[src/rtl/reg_write_queue_if.sv]
// Handshake and status bundle between a producer and the register write queue.
// master: producer/drain-control side; slave: the queue itself.
// The parameters must match the ones given to reg_write_queue.
interface reg_write_queue_if #(
    parameter int DATA_WIDTH = 8,
    parameter int DEPTH      = 4
);
    // producer side
    logic                    in_valid;
    logic [DATA_WIDTH-1:0]   in_data;
    logic                    in_ready;

    // downstream register side
    logic                    drain_en;
    logic                    write_enable;
    logic [DATA_WIDTH-1:0]   write_port_1;

    // status
    logic                    full;
    logic                    empty;
    logic [$clog2(DEPTH):0]  count;
    logic                    clr_overflow;
    logic                    overflow;

    modport master (
        output in_valid, in_data, drain_en, clr_overflow,
        input  in_ready, write_enable, write_port_1, full, empty, count, overflow
    );

    modport slave (
        input  in_valid, in_data, drain_en, clr_overflow,
        output in_ready, write_enable, write_port_1, full, empty, count, overflow
    );
endinterface

[src/rtl/reg_write_queue.sv]
// Purpose: FIFO of words waiting to be written into a downstream register; optional sticky overflow flag (WRQ_OVERFLOW_FLAG_EN).
// Latency: a word pushed at edge N is presented on write_port_1 from cycle N+1; no same-cycle bypass.
// Backpressure: in_ready = !full; words offered while full are dropped; popping only when drain_en and not empty.
module reg_write_queue #(
    parameter int DATA_WIDTH = 8,
    parameter int DEPTH      = 4
) (
    input  logic           clk,
    input  logic           reset,
    reg_write_queue_if.slave q
);

    localparam int PTR_W = $clog2(DEPTH);
    localparam int CNT_W = PTR_W + 1;
    localparam logic [CNT_W-1:0] CNT_FULL = CNT_W'(DEPTH);

    // Parameter legality is checked at elaboration so bad builds stop early.
    if (DATA_WIDTH < 8 || DATA_WIDTH > 32) begin : g_bad_width
        $error("reg_write_queue: DATA_WIDTH must be in 8..32");
    end
    if (DEPTH < 2 || DEPTH > 16 || (DEPTH & (DEPTH - 1)) != 0) begin : g_bad_depth
        $error("reg_write_queue: DEPTH must be a power of two in 2..16");
    end

    logic [DATA_WIDTH-1:0] mem [DEPTH];
    logic [PTR_W-1:0]      wr_ptr;
    logic [PTR_W-1:0]      rd_ptr;
    logic [CNT_W-1:0]      cnt;

    logic                  full_int;
    logic                  empty_int;
    logic                  push;
    logic                  pop;

    // Flags come straight from the registered count.
    assign full_int  = (cnt == CNT_FULL);
    assign empty_int = (cnt == '0);

    // A full queue refuses the word; an empty queue ignores drain_en.
    assign push = q.in_valid && !full_int;
    assign pop  = q.drain_en && !empty_int;

    assign q.in_ready     = !full_int;
    assign q.write_enable = pop;
    assign q.full         = full_int;
    assign q.empty        = empty_int;
    assign q.count        = cnt;
    // Drive zero when empty so the downstream bus never shows stale data.
    assign q.write_port_1 = empty_int ? '0 : mem[rd_ptr];

    // Storage write; contents are don't-care until a push lands, so no reset.
    always_ff @(posedge clk) begin
        if (push) begin
            mem[wr_ptr] <= q.in_data;
        end
    end

    // Pointers wrap naturally since DEPTH is a power of two.
    always_ff @(posedge clk or posedge reset) begin
        if (reset) begin
            wr_ptr <= '0;
            rd_ptr <= '0;
        end else begin
            if (push) wr_ptr <= wr_ptr + 1'b1;
            if (pop)  rd_ptr <= rd_ptr + 1'b1;
        end
    end

    // Occupancy: simultaneous push and pop leaves it unchanged.
    always_ff @(posedge clk or posedge reset) begin
        if (reset) begin
            cnt <= '0;
        end else begin
            case ({push, pop})
                2'b10:   cnt <= cnt + 1'b1;
                2'b01:   cnt <= cnt - 1'b1;
                default: cnt <= cnt;
            endcase
        end
    end

`ifdef WRQ_OVERFLOW_FLAG_EN
    logic overflow_q;

    // Sticky overflow: a rejected offer sets it, clear only wins when no new overflow.
    always_ff @(posedge clk or posedge reset) begin
        if (reset) begin
            overflow_q <= 1'b0;
        end else if (q.in_valid && full_int) begin
            overflow_q <= 1'b1;
        end else if (q.clr_overflow) begin
            overflow_q <= 1'b0;
        end
    end

    assign q.overflow = overflow_q;
`else
    // Feature compiled out: the clear input is accepted but has no effect.
    logic unused_clr_overflow;
    assign unused_clr_overflow = q.clr_overflow;
    assign q.overflow          = 1'b0;
`endif

endmodule

[src/flat_wrapper.sv]
// flat-port wrapper written by rule: the top's interface ports become plain ports
module reg_write_queue_flat 
#(
    parameter int DATA_WIDTH = 8,
    parameter int DEPTH      = 4
)
  (clk, reset, q_in_valid, q_in_data, q_drain_en, q_clr_overflow, q_in_ready, q_write_enable, q_write_port_1, q_full, q_empty, q_count, q_overflow);
  reg_write_queue_if #(.DATA_WIDTH(DATA_WIDTH), .DEPTH(DEPTH)) q_i ();
  input  logic clk;
  input  logic reset;
  input wire logic [$bits(q_i.in_valid)-1:0] q_in_valid;
  input wire logic [$bits(q_i.in_data)-1:0] q_in_data;
  input wire logic [$bits(q_i.drain_en)-1:0] q_drain_en;
  input wire logic [$bits(q_i.clr_overflow)-1:0] q_clr_overflow;
  output wire logic [$bits(q_i.in_ready)-1:0] q_in_ready;
  output wire logic [$bits(q_i.write_enable)-1:0] q_write_enable;
  output wire logic [$bits(q_i.write_port_1)-1:0] q_write_port_1;
  output wire logic [$bits(q_i.full)-1:0] q_full;
  output wire logic [$bits(q_i.empty)-1:0] q_empty;
  output wire logic [$bits(q_i.count)-1:0] q_count;
  output wire logic [$bits(q_i.overflow)-1:0] q_overflow;
  assign q_i.in_valid = q_in_valid;
  assign q_i.in_data = q_in_data;
  assign q_i.drain_en = q_drain_en;
  assign q_i.clr_overflow = q_clr_overflow;
  assign q_in_ready = q_i.in_ready;
  assign q_write_enable = q_i.write_enable;
  assign q_write_port_1 = q_i.write_port_1;
  assign q_full = q_i.full;
  assign q_empty = q_i.empty;
  assign q_count = q_i.count;
  assign q_overflow = q_i.overflow;
  reg_write_queue #(.DATA_WIDTH(DATA_WIDTH), .DEPTH(DEPTH)) u_core (.clk(clk), .reset(reset), .q(q_i));
endmodule
[config.mk]
export PLATFORM = sky130hd
export DESIGN_NAME = reg_write_queue_flat
export DESIGN_NICKNAME = d
export VERILOG_FILES = /design/src/rtl/reg_write_queue_if.sv /design/src/rtl/reg_write_queue.sv /design/src/flat_wrapper.sv
export SDC_FILE = /design/constraint.sdc
export NUM_CORES = 1
export LEC_CHECK = 0
export BUFFER_PORTS_ARGS = -buffer_cell sky130_fd_sc_hd__buf_2
export CORE_ASPECT_RATIO = 1.5
export CORE_MARGIN = 2
export CORE_UTILIZATION = 54
export CTS_BUF_LIST = sky130_fd_sc_hd__clkbuf_8
export DETAILED_ROUTE_END_ITERATION = 12
export GPL_ROUTABILITY_DRIVEN = 1
export PLACE_DENSITY = 0.8
export SLEW_MARGIN = 15
export SYNTH_ARGS = -nofsm -noshare
export SYNTH_HDL_FRONTEND = slang
export SYNTH_SLANG_ARGS = --single-unit
[constraint.sdc]
create_clock -name clk -period 2.9 [get_ports clk]
set_clock_uncertainty 0.05 [all_clocks]
set_input_delay 0.29 -clock clk [delete_from_list [all_inputs] [get_ports clk]]
set_output_delay 0.29 -clock clk [all_outputs]
set_load 0.05 [all_outputs]
## Word level (Yosys, flattened, before mapping)

Memory sizes are Yosys's and may differ from the RTL's.
Index checks and enable logic that the tools add are counted.

- Flip-flop bits (word level): 7
- Memory bits (writable): 32
- Input bits: 13
- Output and inout bits: 16
- Word-level logic and storage cells: 21
- Memories kept: 1

- Add/subtract/negate cells: 4
- Eq/ne operators: 3
- Muxes and demuxes: 4
- Reduce and logical (&&, ||, !) cells: 6

Memories:

| name | words | width | rd ports | clocked after Yosys merged registers in | wr ports | line | RTL |
|---|---|---|---|---|---|---|---|
| u_core.mem | 4 | 8 | 1 | 0 | 1 | reg_write_queue.sv:25 | `logic [DATA_WIDTH-1:0] mem [DEPTH];` |

Operators with widths:

| kind | number |
|---|---|
| 2-to-1 mux 8 bit | 1 |
| case mux 3 bit (2 select lines) | 1 |
| adder 2 x 1 -> 2 bit, second input constant | 2 |
| adder 3 x 1 -> 3 bit, second input constant | 1 |
| equality test 3 bit, second input constant | 1 |
| zero test 3 bit | 1 |
| subtractor 3 x 1 -> 3 bit, second input constant | 1 |
| equality test 2 x 1 -> 1 bit, second input constant | 1 |
| equality test 2 bit, second input constant | 1 |
| logical AND 1 bit | 2 |
| zero test 1 bit | 2 |
| 2-to-1 mux 1 bit | 2 |
| nonzero test 2 bit | 1 |

## Logic depth before layout (Yosys ltp)

Gate-level depths: netlist of the first run.

- Depth after elaboration: 5
- Gate-level depth with buffers: 11
- Mapped depth without buffers: 11

## Least setup slack after synthesis of the first run

No wires, ideal clock.

- Path kind: register to register
- Start point: reg u_core.cnt[2], in the netlist u_core.q.count[2]
- End point: reg u_core.cnt[2], in the netlist u_core.q.count[2]
- Setup time: 82 ps
- Arrival time: 2876 ps
- Data required time: 2768 ps
- Path slack: -108 ps
- Cell stages (with the launch flop): 11
- Buffers on the path: 0
- Period minus slack after synthesis: 3008 ps
- Cells stage by stage: dfrtp_1 -> nand3_1 -> inv_1 -> nor2b_4 -> inv_1 -> ha_1 -> inv_1 -> fa_1 -> xor2_1 -> nor2_1 -> xor2_1

- Longest elaborated chain between the ends: 5
- Elaborated cells between the ends (all ways): 12
- Classes of those cells: add/sub: 2; eq/ne: 3; mux: 1; reduce/logical: 6

RTL lines:

| item | line | RTL |
|---|---|---|
| start, declared | reg_write_queue.sv:28 | `logic [CNT_W-1:0] cnt;` |
| start signal, assigned | reg_write_queue.sv:75 | `2'b10: cnt <= cnt + 1'b1;` |
| start signal, assigned | reg_write_queue.sv:76 | `2'b01: cnt <= cnt - 1'b1;` |
| start signal, assigned | reg_write_queue.sv:77 | `default: cnt <= cnt;` |
| equality test 3 bit * | reg_write_queue.sv:36 | `assign full_int = (cnt == CNT_FULL);` |
| zero test 1 bit * | -- |  |
| named net q_in_ready | flat_wrapper.sv:15 | `output wire logic [$bits(q_i.in_ready)-1:0] q_in_ready;` |
| logical AND 1 bit * | reg_write_queue.sv:40 | `assign push = q.in_valid && !full_int;` |
| equality test 2 x 1 -> 1 bit / equality test 2 bit (equally long branches) | reg_write_queue.sv:74 | `case ({push, pop})` |
| case mux 3 bit (2 select lines) / nonzero test 2 bit (equally long branches) | -- |  |

Mark *: on every way through the listed nets, which the timed path passes. The rest lies on a longest branch.
A chain may end at the register's enable or synchronous reset.

## Worst setup path in the final report of the first run

- Start point: reg u_core.rd_ptr[0]
- End point: out q_write_port_1[5]

- Longest elaborated chain between the ends: 2

RTL lines:

| item | line | RTL |
|---|---|---|
| start, declared | reg_write_queue.sv:27 | `logic [PTR_W-1:0] rd_ptr;` |
| start signal, assigned | reg_write_queue.sv:65 | `if (pop) rd_ptr <= rd_ptr + 1'b1;` |
| memory read (4 x 8 bit) | -- |  |
| 2-to-1 mux 8 bit | reg_write_queue.sv:49 | `assign q.write_port_1 = empty_int ? '0 : mem[rd_ptr];` |
| end, declared | flat_wrapper.sv:17 | `output wire logic [$bits(q_i.write_port_1)-1:0] q_write_port_1;` |

Every way passes these cells.

==> results.ini, run 1 <==
[outcome]
outcome = complete, no violations

[setup_path]
worst-setup-path-type = reg -> out
start_kind = flop
critPathArrivalTime_ns = 1.95
crit_chain = mux4_2 > and2_1 > buf_2
cp.required_ns = 2.56
cp_max_fo = 10
crit_slowest_cell = dfrtp_1
slowest_delay_ns = 0.72
cp-end-kind = output port

[floorplan]
ios = 29
die_area_sq_um = 3540
die_h_um = 71.9
rows = 24
die_x_um = 49.3
core-area_sq_um = 2910
initial_core_util_pct = 57.0

[cells_and_area]
final_cells = 163
n_fill_cell = 215
antenna_cells = 0
synthToLayoutAreaGrowth_pct = 15.4
nets = 142
drive_above_1_share_pct = 36.3
fin_util_pct = 65.8

[placement]
dp.cells = 154
portBuffers = 26
routabilityCongestion = 0.675
hpwl_mm = 1.79

[route]
drt-met1-wl_um = 988
antenna_left = 0
post_drt_wl_per_cell_um = 15.5
first_iter_violations = 38
top_layer = met4
drc = 0
met3RoutedLength_um = 99
first_pass_iters = 4
met2_length_mm = 1.38
wl_mm = 2.53
vias = 827
viasPerCell = 5.07

[yosys]
synth_top_area_share_pct = 57.9
synth_nets = 112
ys_ff_latch = 39
synth_edf_count = 32
synthFlopType = edfxtp_1
yosysSeqAreaShare_pct = 68.4
yosysUniqueCellTypes = 19
synthCells = 93
avgSynthCellArea_sq_um = 17.9
async_flop_share_pct = 17.9
yosysTopAreaCell = edfxtp_1
syn_area_sq_um = 1660
netlist_top_cells_area = edfxtp_1 58%, mux4_2 11%, dfrtp_1 11%, and2_1 4.9%, ha_1 3.8%
yosysWarnings = 0

[timing]
tightest_slew_ns = 0.593
period_needed_ns = 2.29
slew_viol_final = 0
fmax_ghz = 0.437
final_hold_viol_count = 0
rsz0062_at_grt = no
finalSetupViolations = 0
finalSetupTns_ns = 0
relSlewSlack_pct = 60.5
holdWs_ns = 0.167
final.period_utilization_pct = 78.9

[clock_network]
ctsRootBufferMaster = clkbuf_8
clkTransAtPathRegs_ns = 0.07
cts_setup_buffers = 0
cts_tree = yes
post_cts_resized = 0
cts_buffer_depth = 2
insertion_delay_ns = 0.28
htreeDepth = 2
numCtsBuffers = 5
cts_sinks = 39

[run]
max_cap_viol_count = 0

[global_routing]
antenna_found_initial = 0
overflow = 0
grt_max_degree = 13
gr-usage-all-layers_pct = 16.2
grt_pass1_wl_mm = 4.07
grt_pass1_vias = 876

[min_path]
holdCritPathClass = in -> reg

==> path summary, 6_finish.rpt <==
check | start | endpoint | slack, ns | cells past startpoint
min in group asynchronous | reset | u_core.rd_ptr[0] | 0.43 | 3
max in group asynchronous | reset | u_core.wr_ptr[0] | 2.15 | 3
hold reg to reg | u_core.q.count[0] | u_core.q.count[0] | 0.48 | 1
setup reg to reg | u_core.q.count[0] | u_core.q.count[2] | 0.66 | 8
hold / removal | q_in_data[1] | u_core.mem[0][1] | 0.17 | 1
setup / recovery | u_core.rd_ptr[0] | q_write_port_1[5] | 0.61 | 3
==> flip-flops by register name, indices dropped and copies added, names as in the netlist <==
signal and cells:
u_core.wr_ptr 2, u_core.mem 32, u_core.rd_ptr 2, u_core.q.count 3
==> Yosys cell counts, types with 2 or more instances <==
| cell type | n |
|---|---|
| edfxtp_1 | 32 |
| and2_1 | 13 |
| inv_1 | 9 |
| mux4_2 | 8 |
| dfrtp_1 | 7 |
| ha_1 | 5 |
| xnor2_1 | 3 |
| xor2_1 | 3 |
| buf_6 | 2 |
| nand3_1 | 2 |
==> logic make-up (layout without fill, tap and decap cells) <==
group	Yosys count	count (layout)	share of synthesized area (%)
xor+xnor	6	6	3.17
fa+ha+maj	6	6	4.97
buf+inv	13	44	4.14
flops	39	39	68.4
mux	10	10	12.1
other cells	1	1	0.226
simple gates	18	18	6.93
==> layout make-up <==
cell class | instances | area [sq um] | share of cell area [%]
flip-flops and latches | 39 | 1140 | 59.3
multi-input cells | 41 | 460 | 24.0
repair buffers | 27 | 140 | 7.31
clock buffers | 6 | 82.6 | 4.31
well taps | 39 | 48.8 | 2.55
inverters | 9 | 37.5 | 1.96
clock inverters | 2 | 11.3 | 0.587
==> per-layer routing <==
metal	GRT usage (%)	up-vias
met1	17.0	409
met4	8.57	0
li1	-	390
met3	3.50	6
met2	29.7	22
met5	0	-
==> worst max-delay path: cells and delay by family, from the launching register on <==
kind,cells,cell delay [ns]
flops,1,0.72
simple gates,1,0.16
buf+inv,1,0.20
mux,1,0.57
==> cells in the final DEF (no fill, tap or decap), types with 2 or more instances in the layout <==
master      synthesis  final
and2_1             13     13
buf_2               0     26
clkbuf_8            0      6
clkinvlp_4          0      2
dfrtp_1             7      7
edfxtp_1           32     32
ha_1                5      5
inv_1               9      8
mux4_2              8      8
xnor2_1             3      3
xor2_1              3      3
==> stage by stage <==
stage,worst slack (ns),instance area (sq um)
after global placement,0.694,1810
after floorplan,0.209,1670
final,0.612,1920
after CTS,0.584,1920
after global routing,0.494,1920
after detailed placement,0.623,1810
==> repair_timing <==
| item | 4_1_cts | 5_1_grt |
|---|---|---|
| endpoints found under the setup margin | 0 | 0 |
| hold buffers | 1 | 0 |
| hold endpoints to repair | 7 | 0 |
Power of run 1 is left out: the tool's default activity adds up to more than one toggle a clock period on the data nets, which glitch-free logic cannot reach.
==> inputs of run 2 (changes only) <==
--- a/config.mk
+++ b/config.mk
@@ -8,7 +8,7 @@
 export BUFFER_PORTS_ARGS = -buffer_cell sky130_fd_sc_hd__buf_2
 export CORE_ASPECT_RATIO = 1.5
 export CORE_MARGIN = 2
-export CORE_UTILIZATION = 54
+export CORE_UTILIZATION = 51
 export CTS_BUF_LIST = sky130_fd_sc_hd__clkbuf_8
 export DETAILED_ROUTE_END_ITERATION = 12
 export GPL_ROUTABILITY_DRIVEN = 1
==> constraint.sdc (replaced) <==
create_clock -name clk -period 1.9 [get_ports clk]
set_clock_uncertainty 0.05 [all_clocks]
set_input_delay 0.19 -clock clk [delete_from_list [all_inputs] [get_ports clk]]
set_output_delay 0.19 -clock clk [all_outputs]
set_load 0.05 [all_outputs]
==> run 2 against run 1 <==
Effect of this change:
- the flow now finishes with violations (setup timing)
- final area grew 10%
- wire length increased by 7.1%
- flip-flop and latch count unchanged
- sequential share of layout area shrank 5.4 points
- setup slack worse by 0.63 ns
- global-route usage down 0.24 points
- die area rose by 5.5%
- non-clock buffer count increased by 9
- via count up 8.2%
- clock-buffer cell count down 1
- first-iteration DRC count down 61%
- cell count grew 6.1%
- critical endpoint is now u_core.q.count[2]
==> results.ini, run 2 (same netlist as run 1, synthesis figures left out) <==
[cells_and_area]
multi_input_area_sq_um = 513  ; was 460 sq um
n_fill_cell = 220  ; was 215
nets = 151  ; was 142
largest_register = u_core.mem  ; unchanged
drive_above_1_share_pct = 56.4  ; was 36.3%
synthToLayoutAreaGrowth_pct = 27.4  ; was 15.4%
mostFrequentLayoutCell = edfxtp_1  ; unchanged
largest_register_ffs = 32  ; unchanged
regArea_sq_um = 1140  ; about the same
antenna_cells = 0  ; unchanged
final_cells = 173  ; was 163
mostFrequentLayoutCells = 32 x edfxtp_1, 18 x buf_2, 8 x and2_4, 8 x mux4_2, 7 x buf_4  ; was 32 x edfxtp_1, 26 x buf_2, 13 x and2_1, 8 x inv_1, 8 x mux4_2

[setup_path]
worst-setup-path-type = reg -> reg  ; was reg -> out
r2r_slack_ns = -0.02  ; was 0.66 ns
rr_startpoint = u_core.q.count[0]  ; unchanged
cp_max_fo = 3  ; was 10
critPathArrivalTime_ns = 2.07  ; was 1.95 ns
start_kind = flop  ; unchanged
r2r-end = u_core.q.count[2]  ; unchanged
cp.required_ns = 2.05  ; was 2.56 ns
cp-end-kind = flop  ; was output port
rr_worst_depth = 12  ; was 8

[timing]
final_hold_viol_count = 0  ; unchanged
slew_viol_final = 0  ; unchanged
rsz0062_at_grt = yes  ; was no
final.period_utilization_pct = 101
worst_slack_ns = -0.0165  ; was 0.612 ns
fmax_ghz = 0.522
period_needed_ns = 1.92
finalSetupViolations = 1  ; was 0

[placement]
hpwl_mm = 2.00  ; was 1.79 mm
dp.cells = 163  ; was 154
routabilityCongestion = 0.746  ; was 0.675
portBuffers = 26  ; unchanged

[route]
first_iter_violations = 15  ; was 38
drc = 0  ; unchanged
antenna_left = 0  ; unchanged
first_pass_iters = 4  ; unchanged
vias = 895  ; was 827
post_drt_wl_per_cell_um = 15.7  ; was 15.5 um
viasPerCell = 5.17  ; was 5.07
wl_mm = 2.71  ; was 2.53 mm

[min_path]
min_to = u_core.mem[2][6]  ; was u_core.mem[0][1]
worstHoldStart = q_in_data[6]  ; was q_in_data[1]
holdCritPathClass = in -> reg  ; unchanged
worstHoldPathCells = 1  ; unchanged

[floorplan]
core-area_sq_um = 3130  ; was 2910 sq um
rows = 25  ; was 24
die_x_um = 50.6  ; was 49.3 um
initial_core_util_pct = 53.1  ; was 57.0%
die_area_sq_um = 3740  ; was 3540 sq um
die_h_um = 73.9  ; was 71.9 um
ios = 29  ; unchanged

[global_routing]
overflow = 0  ; unchanged
grt_pass1_wl_mm = 4.13  ; was 4.07 mm
gr-usage-all-layers_pct = 15.9  ; was 16.2%
grt_pass1_vias = 935  ; was 876
antenna_found_initial = 0  ; unchanged
grt_max_degree = 13  ; unchanged

[clock_network]
clkTransAtPathRegs_ns = 0.07  ; about the same
insertion_delay_ns = 0.28  ; about the same
cts_tree = yes  ; unchanged
cts_buffer_depth = 2  ; unchanged
ctsRootBufferMaster = clkbuf_8  ; unchanged
cts_sinks = 39  ; unchanged
htreeDepth = 2  ; unchanged
numCtsBuffers = 5  ; unchanged

[outcome]
outcome = complete, but fails checks  ; was complete, no violations
violations = setup timing

[run]
max_cap_viol_count = 0  ; unchanged

-- run 2: cell count changes in the layout (fill, tap and decap cells not counted), sizes merged --
cell    delta
buf        +9
clkbuf     -1
clkinv     +1
-- run 2: area by class of cell --
cell class	count	share of cell area, %
flip-flops and latches	39	53.9
well taps	40	2.37
clock inverters	3	0.710
repair buffers	36	13.6
clock buffers	5	3.25
inverters	9	1.89
multi-input cells	41	24.3
-- run 2: worst max-delay path by stage --
stage | from | to | slack, ns | cells after the start
after global routing | u_core.q.count[0] | u_core.q.count[2] | -0.08 | 12
after floorplan | u_core.q.count[0] | u_core.q.count[2] | -0.43 | 11
after CTS | u_core.q.count[0] | u_core.q.count[2] | -0.01 | 8
final | u_core.q.count[0] | u_core.q.count[2] | -0.02 | 12
after global placement | u_core.q.count[0] | u_core.q.count[2] | 0.03 | 8
after detailed placement | u_core.q.count[1] | u_core.q.count[2] | -0.03 | 8
-- run 2: through the flow --
stage	utilization (%)	area (sq um)	setup TNS [ns]	setup slack, ns	hold slack, ns
after CTS	66.0	2070	-0.0129	-0.0127	0.0658
after floorplan	-	1700	-4.20	-0.432	-0.0568
after detailed placement	61.0	1910	-0.0257	-0.0257	0.0867
after global routing	67.6	2110	-0.144	-0.0808	0.0643
after global placement	61.0	1910	0	0.0330	0.0768
final	67.6	2110	-0.0165	-0.0165	0.0771
-- run 2: worst max-delay path, cell delays in order (launching register included) --
cell	delay, ns
dfrtp_2	0.42
buf_6	0.13
inv_4	0.05
nand3_4	0.08
clkinvlp_4	0.09
nor2b_4	0.04
inv_2	0.05
ha_4	0.13
inv_2	0.03
fa_2	0.33
xor2_1	0.15
nor2_1	0.13
xor2_1	0.15
-- run 2: metal layers --
metal / share of wire [%] / wire (um) / GRT usage [%] / vias up
met4: 1.6 / 44 / 5.71 / 0
met3: 2.8 / 77 / 5.08 / 6
met1: 34 / 912 / 14.2 / 461
met5: 0 / 0 / 0 / -
met2: 62 / 1680 / 32.0 / 21
li1: - / - / - / 407
-- run 2: repair_timing --
action / CTS / global route
resized for setup: 19 / 16
buffers inserted: 1 / 0
pin swaps: 2 / 9
hold endpoints to repair: 7 / 0
endpoints found under the setup margin: 10 / 11
hold buffers: 1 / 0
Power of run 2 is left out for the same reason.
